$ cat src/rtl/conv_bias_relu_new.sv
// Per-channel bias add, saturation and optional ReLU on the summed conv
// partial-sum stream; biases are serially preloaded after reset.
module conv_bias_relu_new #(
   parameter int DATA_WIDTH      = 32,
   parameter int FRAC_WIDTH      = 16,
   parameter int IMAGE_WIDTH     = 612,
   parameter int IMAGE_HEIGHT    = 612,
   parameter int CHANNEL_NUM_OUT = 64,
   parameter bit RELU_EN         = 1'b1
) (
   input  logic                  clk,
   input  logic                  reset,
   input  logic                  stride2,
   input  logic                  valid_bias_in,
   input  logic [DATA_WIDTH-1:0] bias_in,
   input  logic                  valid_in,
   input  logic [DATA_WIDTH-1:0] pxl_in,
   output logic [DATA_WIDTH-1:0] pxl_out,
   output logic                  valid_out,
   output logic                  bias_ready,
   output logic                  frame_done,
   output logic                  err_drop
);

   localparam int CH_W     = (CHANNEL_NUM_OUT > 1) ? $clog2(CHANNEL_NUM_OUT) : 1;
   localparam int PIX_FULL = IMAGE_WIDTH * IMAGE_HEIGHT;
   localparam int PIX_HALF = (IMAGE_WIDTH / 2) * (IMAGE_HEIGHT / 2);
   localparam int PIX_W    = (PIX_FULL > 1) ? $clog2(PIX_FULL) : 1;

   localparam logic [CH_W-1:0]  CH_LAST        = CH_W'(CHANNEL_NUM_OUT - 1);
   localparam logic [PIX_W-1:0] PIX_FULL_LAST  = PIX_W'(PIX_FULL - 1);
   localparam logic [PIX_W-1:0] PIX_HALF_LAST  = PIX_W'(PIX_HALF - 1);

   typedef enum logic {LOAD, RUN} state_t;

   state_t                 state_reg, state_next;
   logic [DATA_WIDTH-1:0]  bias_mem [CHANNEL_NUM_OUT];
   logic [CH_W-1:0]        wptr_reg;
   logic [CH_W-1:0]        ch_cnt_reg;
   logic [PIX_W-1:0]       pix_cnt_reg;
   logic                   stride_reg;
   logic                   err_drop_reg;

   logic [DATA_WIDTH:0]    s1_sum_reg;
   logic                   s1_valid_reg;
   logic                   s1_fd_reg;
   logic [DATA_WIDTH-1:0]  pxl_out_reg;
   logic                   valid_out_reg;
   logic                   frame_done_reg;

   logic                   bias_we;
   logic                   accept;
   logic                   drop;
   logic                   frame_start;
   logic                   stride_cur;
   logic                   ch_last;
   logic                   pix_last;
   logic                   word_last;
   logic [DATA_WIDTH-1:0]  bias_sel;
   logic [DATA_WIDTH:0]    sum_next;
   logic [DATA_WIDTH-1:0]  sat_val;
   logic [DATA_WIDTH-1:0]  act_val;

   always_comb begin
      state_next = state_reg;
      case (state_reg)
         LOAD: if (valid_bias_in && (wptr_reg == CH_LAST)) state_next = RUN;
         RUN:  state_next = RUN;
         default: state_next = LOAD;
      endcase
   end

   assign bias_we = valid_bias_in && (state_reg == LOAD);
   assign accept  = valid_in && (state_reg == RUN);
   assign drop    = valid_in && (state_reg == LOAD);

   // The first word of a frame uses the live stride2, later words the latched copy.
   assign frame_start = (pix_cnt_reg == '0) && (ch_cnt_reg == '0);
   assign stride_cur  = frame_start ? stride2 : stride_reg;
   assign ch_last     = (ch_cnt_reg == CH_LAST);
   assign pix_last    = stride_cur ? (pix_cnt_reg == PIX_HALF_LAST)
                                   : (pix_cnt_reg == PIX_FULL_LAST);
   assign word_last   = ch_last && pix_last;

   assign bias_sel = bias_mem[ch_cnt_reg];
   assign sum_next = {pxl_in[DATA_WIDTH-1], pxl_in} + {bias_sel[DATA_WIDTH-1], bias_sel};

   // Overflow shows as disagreement between the extra sign bit and the MSB.
   always_comb begin
      sat_val = s1_sum_reg[DATA_WIDTH-1:0];
      if (s1_sum_reg[DATA_WIDTH] != s1_sum_reg[DATA_WIDTH-1]) begin
         sat_val = s1_sum_reg[DATA_WIDTH] ? {1'b1, {(DATA_WIDTH-1){1'b0}}}
                                          : {1'b0, {(DATA_WIDTH-1){1'b1}}};
      end
      act_val = sat_val;
      if (RELU_EN && sat_val[DATA_WIDTH-1]) act_val = '0;
   end

   always_ff @(posedge clk) begin
      if (bias_we) bias_mem[wptr_reg] <= bias_in;
   end

   always_ff @(posedge clk) begin
      if (reset) begin
         state_reg    <= LOAD;
         wptr_reg     <= '0;
         ch_cnt_reg   <= '0;
         pix_cnt_reg  <= '0;
         stride_reg   <= 1'b0;
         err_drop_reg <= 1'b0;
      end else begin
         state_reg <= state_next;
         if (bias_we) wptr_reg <= wptr_reg + 1'b1;
         if (drop) err_drop_reg <= 1'b1;
         if (accept) begin
            if (frame_start) stride_reg <= stride2;
            if (word_last) begin
               ch_cnt_reg  <= '0;
               pix_cnt_reg <= '0;
            end else if (ch_last) begin
               ch_cnt_reg  <= '0;
               pix_cnt_reg <= pix_cnt_reg + 1'b1;
            end else begin
               ch_cnt_reg <= ch_cnt_reg + 1'b1;
            end
         end
      end
   end

   always_ff @(posedge clk) begin
      if (reset) begin
         s1_sum_reg     <= '0;
         s1_valid_reg   <= 1'b0;
         s1_fd_reg      <= 1'b0;
         pxl_out_reg    <= '0;
         valid_out_reg  <= 1'b0;
         frame_done_reg <= 1'b0;
      end else begin
         s1_valid_reg   <= accept;
         s1_fd_reg      <= accept && word_last;
         if (accept) s1_sum_reg <= sum_next;
         valid_out_reg  <= s1_valid_reg;
         frame_done_reg <= s1_fd_reg;
         if (s1_valid_reg) pxl_out_reg <= act_val;
      end
   end

   assign pxl_out    = pxl_out_reg;
   assign valid_out  = valid_out_reg;
   assign frame_done = frame_done_reg;
   assign bias_ready = (state_reg == RUN);
   assign err_drop   = err_drop_reg;

endmodule

$ cat config.mk
export PLATFORM = sky130hd
export DESIGN_NAME = conv_bias_relu_new
export DESIGN_NICKNAME = d
export VERILOG_FILES = /design/src/rtl/conv_bias_relu_new.sv
export SDC_FILE = /design/constraint.sdc
export NUM_CORES = 2
export LEC_CHECK = 0
export ABC_AREA = 1
export CAP_MARGIN = 30
export CORE_MARGIN = 2
export CORE_UTILIZATION = 40
export CTS_CLUSTER_SIZE = 14
export DETAILED_ROUTE_END_ITERATION = 10
export PLACE_DENSITY_LB_ADDON = 0.2
export SYNTH_ARGS = -nofsm -noshare
export SYNTH_HDL_FRONTEND = slang
export SYNTH_SLANG_ARGS = --single-unit
$ cat constraint.sdc
create_clock -name clk -period 7.5 [get_ports clk]
set_clock_uncertainty 0.1 [all_clocks]
set_input_delay 1.125 -clock clk [delete_from_list [all_inputs] [get_ports clk]]
set_output_delay 1.125 -clock clk [all_outputs]
set_load 0.01 [all_outputs]
Word level (Yosys, flattened, before mapping)
Memories as Yosys holds them, arrays and structs flattened. A register that Yosys moved wholly into a read port is not among the register bits.
Cells that the tools add are included.
W data, S select, Z words.
{"block": "op_classes", "addsub": 4, "eq_ne": 5, "n_mux": 15, "bitwise_logic": 1, "reduce_logical": 11}
{"cell": "$mux W32", "count": 2}
{"cell": "$mux W19", "count": 2}
{"cell": "$add A32 B32 Y33", "count": 1}
{"cell": "$mux W31", "count": 1}
{"cell": "$mux W6", "count": 4}
{"cell": "$add A19 B1 Y19 const B", "count": 1}
{"cell": "$eq A19 B17 Y1 const B", "count": 1}
{"cell": "$eq A19 B19 Y1 const B", "count": 1}
{"cell": "$logic_not A19 Y1", "count": 1}
{"cell": "$add A6 B1 Y6 const B", "count": 2}
{"cell": "$eq A6 B6 Y1 const B", "count": 2}
{"cell": "$logic_and A1 B1 Y1", "count": 7}
{"cell": "$logic_not A6 Y1", "count": 1}
{"cell": "$mux W1", "count": 5}
{"cell": "$pmux W1 S2", "count": 1}
{"cell": "$reduce_and A2 Y1", "count": 1}
{"cell": "$reduce_bool A2 Y1", "count": 1}
{"cell": "$ne A1 B1 Y1", "count": 1}
{"cell": "$not A1 Y1", "count": 1}
{"block": "totals", "ff_bits": 103, "mem_bits_rw": 2048, "input_bits": 69, "out_inout_bits": 36, "memories": 1}
{"memory": "bias_mem", "words": 64, "word_bits": 32, "read_ports": 1, "rd_clocked_by_memory_dff": 1, "wr": 1, "line_no": "37", "rtl": "logic [DATA_WIDTH-1:0] bias_mem [CHANNEL_NUM_OUT];"}

Depth between registers and ports, before layout
{"block": "depth", "depth_word": 8, "depth_mapped": 28}

Worst setup path after synthesis
Ideal clock, no wire load.
{"block": "synth_timing", "path_kind": "input -> register", "start": "in valid_bias_in", "end": "mem bias_mem[41][0] (enable)", "arrival_ns": 3.739, "required_time_ns": 6.939, "setup_slack_ns": 3.200, "stages": 4, "path_buffers": 0, "cell_sequence": "nand2_1 -> inv_1 -> nand2_1 -> nor3_1"}
{"block": "synth_via", "elab_chain_len": 3}
{"element": "start, declared", "line_no": "14", "rtl": "input logic valid_bias_in,"}
{"element": "$logic_and A1 B1 Y1", "line_no": "73", "rtl": "assign bias_we = valid_bias_in && (state_reg == LOAD);"}
{"element": "$mux W1", "line_no": "100", "rtl": "if (bias_we) bias_mem[wptr_reg] <= bias_in;"}
{"element": "$mux W1 (implied by the code)", "line_no": "100"}
{"element": "end, declared", "line_no": "37"}
Every way passes these cells.

==> impl_metrics.tcl <==
set metrics [dict create \
    cts_sinks 2156 \
    cts_tree "done" \
    relSlewSlack 0.290 \
    coreArea_mm2 0.217 \
    cts-root-buf "clkbuf_16" \
    status "finished clean" \
    dp_hpwl_um 137000 \
    clkLatencyLatePin_ps 880 \
    port_buffers 103 \
    layout-drive-gt1-share 0.0768 \
    design_area_mm2 0.0981 \
    hold_slack_ps 305 \
    largest_reg_flops 2048 \
    track_usage 0.233 \
    placed_area_mm2 0.0915 \
    worst_ep_arrival_time_ps 5920 \
    start_util 0.402 \
    drt_pass1_iterations 7 \
    rows 171 \
    finalSetupViolCount 0 \
    routedWlPerCell_um 25.7 \
    synth_edf_count 2048 \
    reg2reg_depth 20 \
    cts_buffer_depth 3 \
    yosysWarnings 0 \
    route.final.wire_length_um 264000 \
    cts_resized 0 \
    hold_start "s1_fd_reg" \
    fmax_mhz 191 \
    n_fill_cell 19700 \
    grt-ovfl-total 0 \
    synthArstFlopShare 0 \
    finalHoldViolations 0 \
    antenna_found_initial 16 \
    p_leak_uw 0.0328 \
    holdBufCountCts 0 \
    whs_endpoint "frame_done" \
    synthToLayoutAreaGrowth_pct 12.5 \
    die-area_mm2 0.222 \
    drtIter0Drc 7005 \
    htreeDepth 4 \
    r2r_slack_ps 2270 \
    post_cts_buffers 0 \
    fin_setup_tns_ps 0 \
    holdPathStages 2 \
    min-delay-path-class "flop to flop" \
    synthDistinctLibCells 38 \
    die_x_um 471 \
    cts_buffers 213 \
    cp-start-kind "flop" \
    multi_input_area_mm2 0.0212 \
    syn_inst 7236 \
    drc 0 \
    die_y_um 471 \
    ant_nets 0 \
    place.gp.congestion 0.858 \
    critPathCaptureType "flop" \
    finish.utilization 0.452 \
    io_pins 105 \
    seq_area_frac_synth 0.730 \
    ys.flop_type "edfxtp_1" \
    seq_area_mm2 0.0637 \
    grt_max_degree 191 \
    r2r-end "s1_sum_reg[27]" \
    syn-num-nets 7345 \
    critical_path_class "flop to flop" \
    final_cell_mix "2048 x edfxtp_1, 1129 x nor2_1, 1103 x o21ai_0" \
    peakVddDrop_mv 0.200 \
    vias 58600 \
    finalMaxSlewViolations 0 \
    synth_seq_cells 2156 \
    critPathRequiredTime_ps 8190 \
    tightest_slew_ps 1060 \
    cp_max_fo 169 \
    via_per_inst 5.70 \
    rsz0062_at_grt "false" \
    path_clk_slew_ps 60 \
    synth_area_mm2 0.0872 \
    nNetsFinal 7346 \
    period_share 0.697 \
    max-cap-violations 0 \
    grt_pass1_wl_um 382000 \
    avgSynthCellArea_um2 12.1 \
    grt_pass1_vias 55600 \
    final_common_cell "edfxtp_1" \
    power.density_mw_per_mm2 246 \
    finalCriticalPeriod_ps 5230 \
]
## cells in the mapped netlist, types with 39 or more instances
cell,count,area [µm²]
edfxtp_1,2048,61500
nor2_1,1188,4460
o21ai_0,1103,5520
nand2_1,905,3400
o22ai_1,512,3200
nand3_1,441,2210
clkbuf_1,280,1050
inv_1,158,593
a21oi_1,132,661
dfxtp_1,108,2160
buf_2,102,510
buf_4,51,383
ha_1,39,488
## report_power, final
group / leakage [µW] / total [µW] / internal, µW / switching, µW
sequential: 0.0193 / 13200 / 13200 / 8.04
combinational: 0.0103 / 584 / 127 / 457
clock: 0.00325 / 10300 / 5710 / 4630
## cell type report
type	count	area share
Timing Repair Buffer	265	0.0244
Inverter	166	0.00682
Multi-Input combinational cell	4435	0.216
Sequential cell	2156	0.649
Clock inverter	117	0.0103
Antenna cell	12	0.000306
Tap cell	2854	0.0364
Clock buffer	272	0.0573
## layer usage
layer,global-route usage,part of all wire,vias to the layer above,wire (µm)
li1,-,-,26300,-
met1,0.332,0.43,29400,114000
met2,0.362,0.45,2432,120000
met3,0.0344,0.082,396,21700
met4,0.0850,0.034,4,8930
met5,0,0.000079,-,21
## metrics by stage
stage | total power (µW) | instances | worst slack (ps)
finish | 24100 | 10300 | 2270
global route | 24700 | 10300 | 1870
CTS | 24300 | 10300 | 2450
detailed placement | 14000 | 9876 | 2470
global placement | 14000 | 9871 | 2430
floorplan | 13700 | 7236 | 3200
## logic make-up after synthesis
group,after synthesis,share of synthesized area
adders and majority gates,40,0.00582
xor gates and xnor gates,20,0.00201
and+or+nand+nor,2603,0.120
AOI/OAI and AO/OA,1771,0.109
buffers and inverters,645,0.0331
other,1,0.0000430
DFF,2156,0.730
## critical path: stages (launching register included)
cell	delay, ps
dfxtp_4	640
clkinv_16	340
buf_4	550
o21ai_0	230
o22ai_1	90
nand2_1	60
nand3_1	140
nand3_1	390
nand3_1	450
and2_1	340
ha_1	380
nand2_1	110
nor2_1	160
inv_1	80
nor3_1	200
and2_1	160
nand2_1	60
nand3_1	90
nand3_1	80
nand2_1	80
inv_1	40
## worst max-delay path by stage
stage	endpoint
6_report	s1_sum_reg[27]
5_1_grt	s1_sum_reg[27]
4_1_cts	s1_sum_reg[18]
3_5_place_dp	s1_sum_reg[18]
3_3_place_gp	s1_sum_reg[30]
2_1_floorplan	bias_mem[41][0]
No activity file was read; power rests on OpenSTA's default activity.
